## src/rtl/sync_fifo_v2.sv

```systemverilog
// ============================================================================
// Module   : sync_fifo_v2
// Brief    : Single-clock FIFO, any depth >= 2, registered read data and
//            handshake pulses. SYNC_FIFO_FLUSH_EN adds a synchronous flush.
// Revision : 1.0
// ============================================================================
`default_nettype none

module sync_fifo_v2 #(
    parameter int DATA_WIDTH = 16,
    parameter int FIFO_DEPTH = 8,
    parameter int AF_LEVEL   = FIFO_DEPTH - 1,
    parameter int AE_LEVEL   = 1,
    parameter int CW         = $clog2(FIFO_DEPTH + 1)
) (
    input  logic                  clk,
    input  logic                  rst_n,
    input  logic                  wr_en,
    input  logic                  rd_en,
    input  logic [DATA_WIDTH-1:0] data_in,
`ifdef SYNC_FIFO_FLUSH_EN
    input  logic                  flush,
`endif
    output logic [DATA_WIDTH-1:0] data_out,
    output logic                  rd_valid,
    output logic                  wr_ack,
    output logic                  overflow,
    output logic                  underflow,
    output logic                  full,
    output logic                  empty,
    output logic                  almostfull,
    output logic                  almostempty,
    output logic [CW-1:0]         count
);

    localparam int          PW       = (FIFO_DEPTH > 1) ? $clog2(FIFO_DEPTH) : 1;
    localparam logic [PW-1:0] c_last = PW'(FIFO_DEPTH - 1);
    localparam logic [CW-1:0] c_depth = CW'(FIFO_DEPTH);
    localparam logic [CW-1:0] c_af    = CW'(AF_LEVEL);
    localparam logic [CW-1:0] c_ae    = CW'(AE_LEVEL);

    logic [DATA_WIDTH-1:0] r_mem [FIFO_DEPTH];
    logic [PW-1:0]         r_wr_ptr;
    logic [PW-1:0]         r_rd_ptr;
    logic [CW-1:0]         r_count;
    logic [DATA_WIDTH-1:0] r_data_out;
    logic                  r_rd_valid;
    logic                  r_wr_ack;
    logic                  r_overflow;
    logic                  r_underflow;

    logic                  w_flush;
    logic                  w_full;
    logic                  w_empty;
    logic                  w_wr_acc;
    logic                  w_rd_acc;

`ifdef SYNC_FIFO_FLUSH_EN
    assign w_flush = flush;
`else
    assign w_flush = 1'b0;
`endif

    assign w_full   = (r_count == c_depth);
    assign w_empty  = (r_count == '0);
    // Flush suppresses both requests so nothing is written or counted.
    assign w_wr_acc = wr_en && !w_full  && !w_flush;
    assign w_rd_acc = rd_en && !w_empty && !w_flush;

    always_ff @(posedge clk) begin
        if (w_wr_acc) begin
            r_mem[r_wr_ptr] <= data_in;
        end
    end

    always_ff @(posedge clk or negedge rst_n) begin
        if (!rst_n) begin
            r_wr_ptr    <= '0;
            r_rd_ptr    <= '0;
            r_count     <= '0;
            r_data_out  <= '0;
            r_rd_valid  <= 1'b0;
            r_wr_ack    <= 1'b0;
            r_overflow  <= 1'b0;
            r_underflow <= 1'b0;
        end else if (w_flush) begin
            r_wr_ptr    <= '0;
            r_rd_ptr    <= '0;
            r_count     <= '0;
            r_rd_valid  <= 1'b0;
            r_wr_ack    <= 1'b0;
            r_overflow  <= 1'b0;
            r_underflow <= 1'b0;
        end else begin
            r_wr_ack    <= w_wr_acc;
            r_overflow  <= wr_en && !w_wr_acc;
            r_underflow <= rd_en && !w_rd_acc;
            r_rd_valid  <= w_rd_acc;
            if (w_wr_acc) begin
                r_wr_ptr <= (r_wr_ptr == c_last) ? '0 : r_wr_ptr + 1'b1;
            end
            if (w_rd_acc) begin
                r_data_out <= r_mem[r_rd_ptr];
                r_rd_ptr   <= (r_rd_ptr == c_last) ? '0 : r_rd_ptr + 1'b1;
            end
            case ({w_wr_acc, w_rd_acc})
                2'b10:   r_count <= r_count + 1'b1;
                2'b01:   r_count <= r_count - 1'b1;
                default: r_count <= r_count;
            endcase
        end
    end

    assign data_out    = r_data_out;
    assign rd_valid    = r_rd_valid;
    assign wr_ack      = r_wr_ack;
    assign overflow    = r_overflow;
    assign underflow   = r_underflow;
    assign count       = r_count;
    assign full        = w_full;
    assign empty       = w_empty;
    assign almostfull  = (r_count >= c_af) && !w_full;
    assign almostempty = (r_count <= c_ae) && !w_empty;

endmodule

`default_nettype wire

```

## config.mk

```make
export PLATFORM = sky130hd
export DESIGN_NAME = sync_fifo_v2
export DESIGN_NICKNAME = d
export VERILOG_FILES = /design/src/rtl/sync_fifo_v2.sv
export SDC_FILE = /design/constraint.sdc
export NUM_CORES = 1
export LEC_CHECK = 0
export ABC_AREA = 1
export ABC_CLOCK_PERIOD_IN_PS = 2380
export CORE_MARGIN = 2
export CORE_UTILIZATION = 58
export DETAILED_ROUTE_END_ITERATION = 16
export PLACE_DENSITY = 0.83
export SYNTH_ARGS = -nofsm -noshare
export SYNTH_HDL_FRONTEND = slang
export SYNTH_SLANG_ARGS = --single-unit
export TNS_END_PERCENT = 50
```

## constraint.sdc

```tcl
create_clock -name clk -period 2.38 [get_ports clk]
set_input_delay 0.238 -clock clk [delete_from_list [all_inputs] [get_ports clk]]
set_output_delay 0.238 -clock clk [all_outputs]
set_load 0.005 [all_outputs]
```

==> Yosys cells after proc, flatten, opt, wreduce, memory -nomap -nowiden <==
Memories as Yosys holds them, arrays and structs flattened. A register that Yosys moved wholly into a read port is not among the register bits.
Index checks and enable logic that the tools add are counted.
{ "totals": {"memories": 1, "out_inout_bits": 28, "register_bits": 14, "elab_cells": 37, "ramBits": 128} }
{ "op_classes": {"n_reduce_logical": 13, "muxes": 5, "n_addsub": 4, "order_cmp": 2, "n_eq_ne": 5} }
{ "mem_list": {"columns": ["memory", "words", "word_bits", "rd", "rd_clocked_by_memory_dff", "wr", "line_no", "text"], "rows": [
  ["r_mem", 8, 16, 1, 1, 1, "42", "logic [DATA_WIDTH-1:0] r_mem [FIFO_DEPTH];"]
]} }
{ "ops": {"columns": ["op", "n"], "rows": [
  ["one-hot mux 4 bit (2 select lines)", 1],
  ["adder 3 x 1 -> 3 bit, second input constant", 2],
  ["== test 3 bit, second input constant", 2],
  ["logical AND 1 bit", 6],
  ["2-to-1 mux 3 bit", 2],
  ["zero test 1 bit", 5],
  ["adder 4 x 1 -> 4 bit, second input constant", 1],
  ["== test 4 bit, second input constant", 1],
  ["greater-or-equal comparator 4 x 3 -> 1 bit, second input constant", 1],
  ["less-or-equal comparator 4 x 1 -> 1 bit, second input constant", 1],
  ["zero test 4 bit", 1],
  ["subtractor 4 x 1 -> 4 bit, second input constant", 1],
  ["== test 2 x 1 -> 1 bit, second input constant", 1],
  ["== test 2 bit, second input constant", 1],
  ["2-to-1 mux 1 bit", 2],
  ["nonzero test 2 bit", 1]
]} }

==> Longest topological paths before layout <==
{ "logic_depth": {"word_depth": 5, "depth_mapped": 13, "mapped_depth_nobuf": 13} }

==> Worst setup path before layout <==
OpenSTA, ideal clock, no wires.
{ "synth_timing": {"path_type": "register -> register", "from": "register r_count[0], in the netlist count[0]", "to": "memory r_mem[1][0] (enable)", "setup_ps": 389, "n_path_buf": 0, "t_required_ps": 1991, "setup_slack_ps": 124, "arrival_time_ps": 1867, "stages_incl_launch_ff": 10, "period_less_slack_ps": 2256, "cell_sequence": "dfrtp_1 -> inv_1 -> ha_1 -> nand3_2 -> inv_2 -> nor2_8 -> inv_2 -> nor2_4 -> inv_2 -> nor2_1"} }
{ "synth_between": {"elab_chain_len": 5} }
{ "synth_lines": {"columns": ["element", "line_no", "text"], "rows": [
  ["start: declaration", "45", "logic [CW-1:0] r_count;"],
  ["start signal: assignment", "107", "2'b10: r_count <= r_count + 1'b1;"],
  ["start signal: assignment", "108", "2'b01: r_count <= r_count - 1'b1;"],
  ["start signal: assignment", "109", "default: r_count <= r_count;"],
  ["== test 4 bit", "64", "assign w_full = (r_count == c_depth);"],
  ["via full", "29", "output logic full,"],
  ["zero test 1 bit", "67", "assign w_wr_acc = wr_en && !w_full && !w_flush;"],
  ["logical AND 1 bit", "67", null],
  ["via w_wr_acc", "55", "logic w_wr_acc;"],
  ["2-to-1 mux 1 bit", "71", "if (w_wr_acc) begin"],
  ["2-to-1 mux 1 bit (not written as such)", "72", "r_mem[r_wr_ptr] <= data_in;"],
  ["end: declaration", "42", null]
]} }
The timed path passes the listed nets, and every way through them passes these cells.

==> Worst setup path after layout <==
{ "layout_timing": {"from": "register r_count[0], in the netlist count[0]", "to": "output port almostempty"} }
{ "layout_between": {"elab_chain_len": 3} }
{ "layout_lines": {"columns": ["element", "line_no", "text"], "rows": [
  ["branches (longest 2 deep; another with less-or-equal comparator 4 x 1 -> 1 bit)", null, null],
  ["logical AND 1 bit *", "123", "assign almostempty = (r_count <= c_ae) && !w_empty;"],
  ["end: declaration", "32", "output logic almostempty,"]
]} }
Every way passes the cells marked *.

==> impl_results.md <==
- Commonest non-fill, non-tap cell in the layout: nand2_1
- DRC: 0
- Clk_skew: 0.0114 ns
- CP startpoint kind: flop
- Post-CTS sizing: 0
- Worst slack at placement: 0.342 ns
- Max VDD drop: around 0.63 mV
- Port bufs: 47
- Max-slew headroom: a little under two thirds
- CORE AREA: 0.0114 sq mm
- Clock sink count: about 160
- Ports: 48
- Crit Path Max Fanout: 6
- Hold/Removal Path Class: in -> async
- Final Hold Viols: 0
- Fill cells: 760
- Tmin final: 2.24 ns
- Setup violations, final: 0
- Die Width: about 110 microns
- Post-Syn Area: a little under 0.007 sq mm
- Synthesized Nets: between 600 and 700
- Clock transition at path regs: 0.06 ns
- Cell taking the most area after synthesis: edfxtp_1
- TritonCTS Buffers: 17
- Post-synthesis sequential area ratio: between 60% and 70%
- R2R Setup Slk: a little under 0.3 ns
- First-pass GRT wire length: between 20,000 and 25,000 microns
- WL/cell: about 17 microns
- Total gr overflow: 0
- RSZ-0062 raised after global routing: no
- Vias in the first global route: roughly 4,700
- Worst Tran Pin Value: 0.549 ns
- Largest net degree at the start of global routing: 48
- PwrDens: ~1200 mW/mm^2
- Fmax: ~450 MHz
- Skew-Pair Late Insertion Delay: between 0.4 and 0.5 ns
- Cells after synthesis: between 600 and 700
- Synthesis-stage register bit count: around 160
- Synth area leaders: edfxtp_1, nand2_1, dfrtp_1
- Tcrit/Tclk final: roughly 94%
- Die Ht: approximately 110 microns
- Area post-placement: roughly 0.0074 sq mm
- Critical Path RT: approximately 2.1 ns
- Setup Fix Bufs, Post-CTS: 0
- Initial drt markers: around 360
- Initial antenna violation count: 0
- Clock buffer depth: 2
- End of the worst register-to-register path: r_mem[3][4]
- Fin worst setup slack: 0.137 ns
- Warnings, synthesis: 0
- Hold Buf Count CTS: 0
- Area grow syn2layout: 18.6%
- Worst R2R Path Depth: 10
- Root buffer cell: clkbuf_16
- Syn_area_per_cell: between 10 and 15 sq um
- DP HPWL: ~8400 microns
- Max-cap viol count: 0
- Layout cells sized above 1: roughly 8.7%
- Status: finished, final reports clean
- Row count: 39
- Vias: between 4,000 and 5,000
- Via density per instance: roughly 5.5
- Post-Route WL: roughly 15,000 microns
- H-tree Lvls: 4
- Crit path launch: count[0]
- LEAKAGE: 3.57 nW
- GRT Total Usage: around 25%
- Die ar.: between 0.01 and 0.015 sq mm
- Post-route cell area: around 0.0081 sq mm
- Worst R2R Start: count[0]
- Unique masters post-synth: 26
- Share of the synthesized area in the top cell type: 56.5%
- Routability cong.: 0.827
- Most frequent cells in the layout: nand2_1, edfxtp_1, inv_1
- Worst path arrival time: 2.01 ns
- Initial core utilization: roughly 60%
- Final-report max-slew violation count: 0
- Antenna viol nets, final: 0
- CTS tree: yes
- Antenna fix cells: 0
- CP Class: reg -> out
- TNS Setup: 0 ns
- Setup crit end kind: output port
- Initial DRT Pass Iterations: 5
- Nets: between 700 and 800
[flip-flops by register name, summed over array words and instances (netlist names)]
name / count
count: 4
data_out: 16
overflow: 1
r_mem: 128
r_rd_ptr: 3
r_wr_ptr: 3
rd_valid: 1
underflow: 1
wr_ack: 1
[synthesized netlist by cell type]
library cell	n
buf_2	11
a21oi_1	2
xnor2_1	2
buf_4	9
nand2_1	208
inv_2	6
nand3_2	1
clkinv_1	1
o21ai_1	3
dfrtp_1	30
inv_4	1
nor2_8	2
o21ai_0	6
clkbuf_1	4
nor2_4	2
buf_6	2
nor2_1	12
nand4_1	1
buf_1	1
ha_1	8
inv_1	112
nand3_1	98
nand2_2	1
xor2_1	1
o22ai_1	1
edfxtp_1	128
[per-layer routing]
| layer | wire [microns] | up-vias | GRT usage, % |
|---|---|---|---|
| met1 | 5610 | 2266 | 29.5 |
| met2 | 7480 | 237 | 42.0 |
| met3 | 1280 | 44 | 6.43 |
| met5 | 0 | - | 0 |
| met4 | 470 | 0 | 11.1 |
| li1 | - | 2206 | - |
[worst max-delay path by stage]
| stage | end | depth (start not counted) |
|---|---|---|
| 3_5_place_dp | count[2] | 11 |
| 4_1_cts | empty | 5 |
| 2_1_floorplan | r_mem[1][0] | 9 |
| 5_1_grt | almostempty | 6 |
| 6_report | almostempty | 6 |
| 3_3_place_gp | count[2] | 11 |
[power breakdown]
group	switching (mW)	internal, mW
logic	1.94	1.23
registers	0.330	3.55
clock network	1.04	1.80
[area by class of cell]
| cell class | instances | area (sq um) | area share (%) |
|---|---|---|---|
| clock inverters | 11 | 164 | 2.03 |
| multi-input cells | 348 | 1590 | 19.7 |
| well taps | 143 | 179 | 2.22 |
| flip-flops and latches | 158 | 4600 | 57.0 |
| repair buffers | 66 | 626 | 7.76 |
| clock buffers | 21 | 460 | 5.71 |
| inverters | 120 | 453 | 5.62 |
[per-stage QoR]
stage                     total power, mW  utilization [%]  cells  hold WS, ns
after global placement               6.83             65.2    835        0.463
final                                9.89             70.6    867        0.226
after floorplan                      5.86                -    653      -0.0576
after detailed placement             7.00             65.2    835        0.466
after CTS                            9.91             70.6    867        0.241
after global routing                 10.4             70.6    867        0.254
[cell families (layout without fill, tap and decap cells)]
kind of cell               count (synthesis)  after routing  share of synthesized area [%]
buffers and inverters                    147            218                           9.07
and+or+nand+nor                          325            325                           20.6
DFF                                      158            158                           67.6
xor gates and xnor gates                   3              3                          0.386
AOI/OAI and AO/OA                         12             12                          0.902
adders and majority gates                  8              8                           1.47
[worst max-delay path, stage by stage, from the launching register on]
cell	delay, ns
dfrtp_1	0.46
inv_1	0.09
ha_1	0.23
inv_1	0.14
nand2_1	0.07
nor2_1	0.09
clkdlybuf4s50_1	0.50
No activity file was read; power rests on OpenSTA's default activity.
